<file path="src/rtl/common_pkg.sv">
// Shared widths and types for the memory request path and its arbiter.
package common_pkg;
  localparam int ADDR_WIDTH          = 32;
  localparam int DATA_WIDTH          = 64;
  localparam int MAX_TRANS           = 8;
  localparam int ARB_MAX_OUTSTANDING = 8;

  typedef enum logic [0:0] {
    ARB_IDLE  = 1'b0,
    ARB_ISSUE = 1'b1
  } arb_state_e;

  typedef logic [2:0] req_id_t;
endpackage

</file>
<file path="src/rtl/arb_id_fifo.sv">
// Synchronous FIFO of requester IDs, one entry per outstanding memory transaction.
module arb_id_fifo
  import common_pkg::*;
#(
  parameter int DEPTH = 8,
  localparam int PTR_W = $clog2(DEPTH),
  localparam int CNT_W = $clog2(DEPTH) + 1
)(
  input  logic             clk,
  input  logic             rst,
  input  logic             push,
  input  req_id_t          push_id,
  input  logic             pop,
  output req_id_t          head_id,
  output logic             full,
  output logic             empty,
  output logic [CNT_W-1:0] count
);

  req_id_t          slots [DEPTH];
  logic [PTR_W-1:0] wr_ptr;
  logic [PTR_W-1:0] rd_ptr;
  logic             do_push;
  logic             do_pop;

  // A pop on an empty FIFO is ignored; a push while full is taken only alongside a real pop.
  assign do_pop  = pop && !empty;
  assign do_push = push && (!full || do_pop);
  assign empty   = (count == '0);
  assign full    = (count == CNT_W'(DEPTH));
  assign head_id = slots[rd_ptr];

  always_ff @(posedge clk) begin
    if (rst) begin
      wr_ptr <= '0;
      rd_ptr <= '0;
      count  <= '0;
    end else begin
      if (do_push) wr_ptr <= wr_ptr + PTR_W'(1);
      if (do_pop)  rd_ptr <= rd_ptr + PTR_W'(1);
      case ({do_push, do_pop})
        2'b10:   count <= count + CNT_W'(1);
        2'b01:   count <= count - CNT_W'(1);
        default: count <= count;
      endcase
    end
  end

  always_ff @(posedge clk) begin
    if (do_push) slots[wr_ptr] <= push_id;
  end

endmodule

</file>
<file path="src/rtl/mem_req_arbiter.sv">
// Round-robin arbiter sharing one memory request port among NUM_REQ requesters, with
// in-order response routing. Define MEM_ARB_STATS_EN to add per-requester grant counters.
module mem_req_arbiter #(
  parameter int NUM_REQ         = 4,
  parameter int ADDR_WIDTH      = common_pkg::ADDR_WIDTH,
  parameter int DATA_WIDTH      = common_pkg::DATA_WIDTH,
  parameter int MAX_OUTSTANDING = common_pkg::ARB_MAX_OUTSTANDING,
  localparam int CNT_W          = $clog2(MAX_OUTSTANDING) + 1
)(
  input  logic                          clk,
  input  logic                          rst,
  input  logic [NUM_REQ-1:0]            req_valid,
  output logic [NUM_REQ-1:0]            req_ready,
  input  logic [NUM_REQ*ADDR_WIDTH-1:0] req_addr,
  input  logic [NUM_REQ-1:0]            req_we,
  input  logic [NUM_REQ*DATA_WIDTH-1:0] req_wdata,
  output logic                          mem_valid,
  input  logic                          mem_ready,
  output logic [ADDR_WIDTH-1:0]         mem_addr,
  output logic                          mem_we,
  output logic [DATA_WIDTH-1:0]         mem_wdata,
  input  logic                          mem_rsp_valid,
  input  logic [DATA_WIDTH-1:0]         mem_rsp_data,
  output logic [NUM_REQ-1:0]            rsp_valid,
  output logic [DATA_WIDTH-1:0]         rsp_data,
  output logic [CNT_W-1:0]              outstanding,
  output logic                          err_unexpected_rsp
`ifdef MEM_ARB_STATS_EN
  ,
  output logic [NUM_REQ*16-1:0]         grant_cnt
`endif
);
  import common_pkg::*;

  arb_state_e            state;
  req_id_t               rr_ptr;
  req_id_t               grant_id;
  req_id_t               pick_id;
  req_id_t               head_id;
  logic                  pick_found;
  logic                  grant;
  logic                  push;
  logic                  fifo_full;
  logic                  fifo_empty;
  logic [ADDR_WIDTH-1:0] pick_addr;
  logic                  pick_we;
  logic [DATA_WIDTH-1:0] pick_wdata;
  int                    best_dist;

  function automatic logic [NUM_REQ-1:0] id_onehot(input req_id_t id);
    logic [NUM_REQ-1:0] oh;
    oh = '0;
    for (int i = 0; i < NUM_REQ; i++) oh[i] = (id == req_id_t'(i));
    return oh;
  endfunction

  // Rotating priority: the valid requester with the smallest distance from rr_ptr wins.
  always_comb begin
    pick_found = 1'b0;
    pick_id    = '0;
    best_dist  = NUM_REQ;
    for (int i = 0; i < NUM_REQ; i++) begin
      if (req_valid[i] && ((i + NUM_REQ - int'(rr_ptr)) % NUM_REQ) < best_dist) begin
        best_dist  = (i + NUM_REQ - int'(rr_ptr)) % NUM_REQ;
        pick_id    = req_id_t'(i);
        pick_found = 1'b1;
      end
    end
  end

  always_comb begin
    pick_addr  = '0;
    pick_we    = 1'b0;
    pick_wdata = '0;
    for (int i = 0; i < NUM_REQ; i++) begin
      if (pick_id == req_id_t'(i)) begin
        pick_addr  = req_addr[i*ADDR_WIDTH +: ADDR_WIDTH];
        pick_we    = req_we[i];
        pick_wdata = req_wdata[i*DATA_WIDTH +: DATA_WIDTH];
      end
    end
  end

  assign grant     = !rst && (state == ARB_IDLE) && pick_found && !fifo_full;
  assign req_ready = grant ? id_onehot(pick_id) : '0;
  assign push      = (state == ARB_ISSUE) && mem_ready;

  // Grant stage: payload captured on grant, held until the memory port accepts it.
  always_ff @(posedge clk) begin
    if (rst) begin
      state     <= ARB_IDLE;
      mem_valid <= 1'b0;
      mem_addr  <= '0;
      mem_we    <= 1'b0;
      mem_wdata <= '0;
      grant_id  <= '0;
      rr_ptr    <= '0;
    end else begin
      case (state)
        ARB_IDLE: begin
          if (grant) begin
            mem_addr  <= pick_addr;
            mem_we    <= pick_we;
            mem_wdata <= pick_wdata;
            grant_id  <= pick_id;
            mem_valid <= 1'b1;
            state     <= ARB_ISSUE;
          end
        end
        ARB_ISSUE: begin
          if (mem_ready) begin
            mem_valid <= 1'b0;
            rr_ptr    <= (grant_id == req_id_t'(NUM_REQ - 1)) ? '0 : grant_id + req_id_t'(1);
            state     <= ARB_IDLE;
          end
        end
        default: state <= ARB_IDLE;
      endcase
    end
  end

  arb_id_fifo #(
    .DEPTH   (MAX_OUTSTANDING)
  ) u_id_fifo (
    .clk     (clk),
    .rst     (rst),
    .push    (push),
    .push_id (grant_id),
    .pop     (mem_rsp_valid),
    .head_id (head_id),
    .full    (fifo_full),
    .empty   (fifo_empty),
    .count   (outstanding)
  );

  // Response stage: route to the oldest outstanding owner; responses with no owner are dropped.
  always_ff @(posedge clk) begin
    if (rst) begin
      rsp_valid          <= '0;
      rsp_data           <= '0;
      err_unexpected_rsp <= 1'b0;
    end else begin
      rsp_valid <= (mem_rsp_valid && !fifo_empty) ? id_onehot(head_id) : '0;
      if (mem_rsp_valid && !fifo_empty) rsp_data <= mem_rsp_data;
      if (mem_rsp_valid && fifo_empty) err_unexpected_rsp <= 1'b1;
    end
  end

`ifdef MEM_ARB_STATS_EN
  logic [15:0] grant_cnt_q [NUM_REQ];

  always_ff @(posedge clk) begin
    for (int i = 0; i < NUM_REQ; i++) begin
      if (rst) begin
        grant_cnt_q[i] <= '0;
      end else if (push && (grant_id == req_id_t'(i)) && (grant_cnt_q[i] != 16'hFFFF)) begin
        grant_cnt_q[i] <= grant_cnt_q[i] + 16'd1;
      end
    end
  end

  always_comb begin
    grant_cnt = '0;
    for (int i = 0; i < NUM_REQ; i++) grant_cnt[i*16 +: 16] = grant_cnt_q[i];
  end
`endif

endmodule
</file>
<file path="config.mk">
export PLATFORM = sky130hd
export DESIGN_NAME = mem_req_arbiter
export DESIGN_NICKNAME = d
export VERILOG_FILES = /design/src/rtl/common_pkg.sv /design/src/rtl/arb_id_fifo.sv /design/src/rtl/mem_req_arbiter.sv
export SDC_FILE = /design/constraint.sdc
export NUM_CORES = 1
export LEC_CHECK = 0
export CAP_MARGIN = 10
export CORE_AREA = 8 8 240 242
export CTS_CLUSTER_DIAMETER = 100
export CTS_CLUSTER_SIZE = 16
export DETAILED_ROUTE_END_ITERATION = 6
export DIE_AREA = 0 0 248 250
export HOLD_SLACK_MARGIN = 0.06
export PLACE_DENSITY_LB_ADDON = 0.15
export SYNTH_ARGS = -nofsm -noshare
export SYNTH_HDL_FRONTEND = slang
export SYNTH_SLANG_ARGS = --single-unit
</file>
<file path="constraint.sdc">
create_clock -name clk -period 8.3 [get_ports clk]
set_input_delay 1.66 -clock clk [delete_from_list [all_inputs] [get_ports clk]]
set_output_delay 1.66 -clock clk [all_outputs]
set_load 0.02 [all_outputs]
</file>
==> results.py <==
metrics = {
    "global_route": {
        "antenna_found_initial": 21,
        "grt.total_usage_pct": 19.1,
        "grt_start_max_net_pins": 88,
        "grt_pass1_wl_um": 90100,
        "grt_pass1_vias": 12787,
        "overflow": 0,
    },
    "synth": {
        "synth_area_um2": 10500,
        "synth_cell_types": 57,
        "synth-seq-cells": 201,
        "syn_inst": 1325,
        "synth_edf_count": 16,
        "yosysSeqAreaShare_pct": 39.7,
        "async_flop_share_pct": 0,
        "synth_ff_type": "dfxtp_1",
        "ys_warn_count": 0,
        "syn_area_per_cell_um2": 7.95,
    },
    "layout": {
        "syn_to_final_growth_pct": 70.6,
        "nNetsFinal": 2334,
        "fillers": 5641,
        "final_layout_size_suffix_gt1_share_pct": 4.28,
        "fin_area_um2": 18000,
    },
    "detailed_routing": {
        "drtAntennaViolNets": 0,
        "avgRoutedWirePerCell_um": 24.8,
        "drt_iter0_markers": 799,
        "drc_errors": 0,
        "routed_wl_um": 63900,
        "first_pass_iters": 5,
        "vias": 12756,
        "vias_per_cell": 4.94,
    },
    "critical_path": {
        "end_kind": "output pin",
        "rr_worst_depth": 17,
        "arrival_ns": 6.21,
        "timing.critical_path.mode_cell": "ha_1",
        "regToRegSetupSlack_ns": 2.93,
        "reg2reg_from": "rr_ptr[0]",
        "crit_family": "compound AO/OA/AOI/OAI gates",
        "regToRegEndpoint": "mem_addr[0]",
        "crit_chain": "clkdlybuf4s50_1 > ha_1 > o21ai_0 > a21oi_1 > inv_1 > ha_1 > nand2b_1 > o21ai_1 > a21oi_4 > mux2_2 > ha_1 > a21oi_1 > o21a_4 > o21a_4 > clkdlybuf4s50_1",
        "worstPathRequired_ns": 6.64,
        "cpMaxStageDelayCell": "clkdlybuf4s50_1",
        "critPathLaunchType": "input pin",
        "critical_path.max_fanout": 27,
        "crit_buf_inv": 3,
        "crit_type": "input pin to output pin",
        "cpPeakStageDelay_ns": 0.71,
    },
    "job": {
        "max-cap-violations": 0,
    },
    "pwr": {
        "power_density_nw_per_um2": 261,
        "leakagePower_nw": 6.30,
        "vdd_drop_max_v": 0.000104,
        "total_power_mw": 4.70,
    },
    "clock_tree": {
        "clk-insertion-delay-late_ns": 0.52,
        "cts_tree": "built",
        "cts_num_sinks": 201,
        "holdBufCountCts": 0,
        "cts_buffer_depth": 3,
        "postCtsSetupRepairBufs": 0,
        "cts_root_buf": "clkbuf_16",
        "cts_made_buffers": 17,
        "htreeDepth": 1,
        "clk_pin_slew_ns": 0.07,
        "ctsResizeCount": 0,
    },
    "die": {
        "ios": 635,
        "dieWidth_um": 248,
        "num_rows": 85,
        "die_h_um": 250,
        "start_util_pct": 19.7,
        "dieArea_um2": 62000,
        "core_area_um2": 53500,
    },
    "placement": {
        "placedInstanceArea_um2": 17400,
        "io_buffer_count": 634,
        "gp_congestion": 0.837,
        "hpwlAfterDp_um": 47600,
    },
    "min_path": {
        "hold_path.class": "flop to flop",
        "hold_depth": 2,
        "worstHoldStart": "rsp_data[33]",
        "hold_end": "rsp_data[33]",
    },
    "timing": {
        "finalSetupTns_ns": 0,
        "min_period_ns": 7.87,
        "slew_headroom_pct": 19.9,
        "clock_skew_ns": 0.0141,
        "setup_viol": 0,
        "fin_crit_sh_pct": 94.8,
        "tightest_slew_ns": 1.20,
        "rsz0062_at_grt": "false",
        "slew_viol_final": 0,
        "fmax_ghz": 0.127,
        "hold_violations": 0,
    },
    "run_status": {
        "run_status": "finished, final reports clean",
    },
}
## layout make-up
cell class              instances  area [um2]  share of cell area (%)
multi-input cells             973        5830                    32.4
repair buffers                658        6520                    36.3
diodes                         14        35.0                   0.195
clock buffers                  24         473                    2.63
well taps                     696         871                    4.84
clock inverters                 4        31.3                   0.174
inverters                      10        38.8                   0.216
flip-flops and latches        201        4180                    23.3
## flip-flops by register name (all words and copies together), names as in the netlist, named ones only
signal              flops
err_unexpected_rsp      1
grant_id                2
mem_addr               32
mem_valid               1
mem_wdata              64
mem_we                  1
rr_ptr                  2
rsp_data               64
rsp_valid               4
state                   1
u_id_fifo.count         4
u_id_fifo.rd_ptr        3
u_id_fifo.slots        16
u_id_fifo.wr_ptr        3
## worst min-delay path, delay by kind of cell (launching register included)
family           cells  cell delay (ns)
flip-flops           1             0.31
AND/OR/NAND/NOR      1             0.05
AO/OA/AOI/OAI        1             0.05
## cells in the final DEF (no fill, tap or decap), types with 7 or more instances in the layout
| cell | n |
|---|---|
| clkdlybuf4s50_1 | 632 |
| nand2_1 | 198 |
| dfxtp_1 | 185 |
| nand3_1 | 171 |
| a21oi_1 | 113 |
| nand4_1 | 101 |
| o211ai_1 | 51 |
| o2bb2ai_1 | 50 |
| nor2_1 | 49 |
| a31oi_1 | 40 |
| a221o_1 | 25 |
| buf_4 | 25 |
| and3_1 | 24 |
| a32o_1 | 23 |
| o21ai_0 | 20 |
| clkbuf_16 | 18 |
| edfxtp_1 | 16 |
| diode_2 | 14 |
| ha_1 | 12 |
| inv_1 | 9 |
| nand2b_1 | 9 |
| nor2b_1 | 7 |
## routing by layer
layer  global-route usage [%]  vias up  part of all wire (%)
met5                        0        -                  0.16
met4                     3.87       16                   1.5
met3                     7.36       61                    10
met2                     32.4      533                    48
met1                     22.7     6125                    40
li1                         -     6021                     -
## per-stage QoR
step                setup WS [ns]  util, %  cells  hold slack, ns
floorplan                   0.521        -   1329           0.454
global placement            0.548     32.6   2538           0.442
detailed placement          0.455     32.6   2538           0.448
CTS                         0.445     33.5   2566           0.458
global route                0.234     33.6   2574           0.473
finish                      0.430     33.6   2580           0.455
## how the worst max path moves through the flow
stage / startpoint / endpoint / depth (start not counted)
final: req_valid[0] / req_ready[3] / 15
after global routing: req_valid[0] / req_ready[3] / 16
after CTS: req_valid[0] / req_ready[3] / 15
after detailed placement: req_valid[0] / req_ready[3] / 15
after global placement: req_valid[0] / req_ready[3] / 15
after floorplan: req_valid[0] / req_ready[2] / 20
## where the power goes
group | internal [mW] | switching (mW)
clock | 0.404 | 0.414
sequential | 1.28 | 0.176
combinational | 1.03 | 1.40
total | 2.71 | 1.99
## Yosys cell counts (23+ instances only)
| library cell | instances | area (um2) |
|---|---|---|
| and3_1 | 26 | 163 |
| o211ai_1 | 51 | 383 |
| a21oi_1 | 113 | 566 |
| nand2_1 | 198 | 743 |
| clkbuf_1 | 110 | 413 |
| a31oi_1 | 41 | 257 |
| a32o_1 | 23 | 230 |
| o2bb2ai_1 | 50 | 438 |
| nand4_1 | 101 | 632 |
| nand3_1 | 172 | 861 |
| nor2_1 | 51 | 191 |
| dfxtp_1 | 185 | 3700 |
| a221o_1 | 25 | 250 |
## logic make-up after synthesis
| family | Yosys count | share of synthesized area (%) |
|---|---|---|
| adder cells (fa/ha/maj) | 13 | 1.62 |
| multiplexers | 11 | 1.54 |
| AND/OR/NAND/NOR | 586 | 27.1 |
| other | 2 | 0.0713 |
| XOR/XNOR | 6 | 0.499 |
| buffers and inverters | 155 | 5.99 |
| flip-flops | 201 | 39.7 |
| AO/OA/AOI/OAI | 351 | 23.4 |
Power figures use the tool's default switching activity.
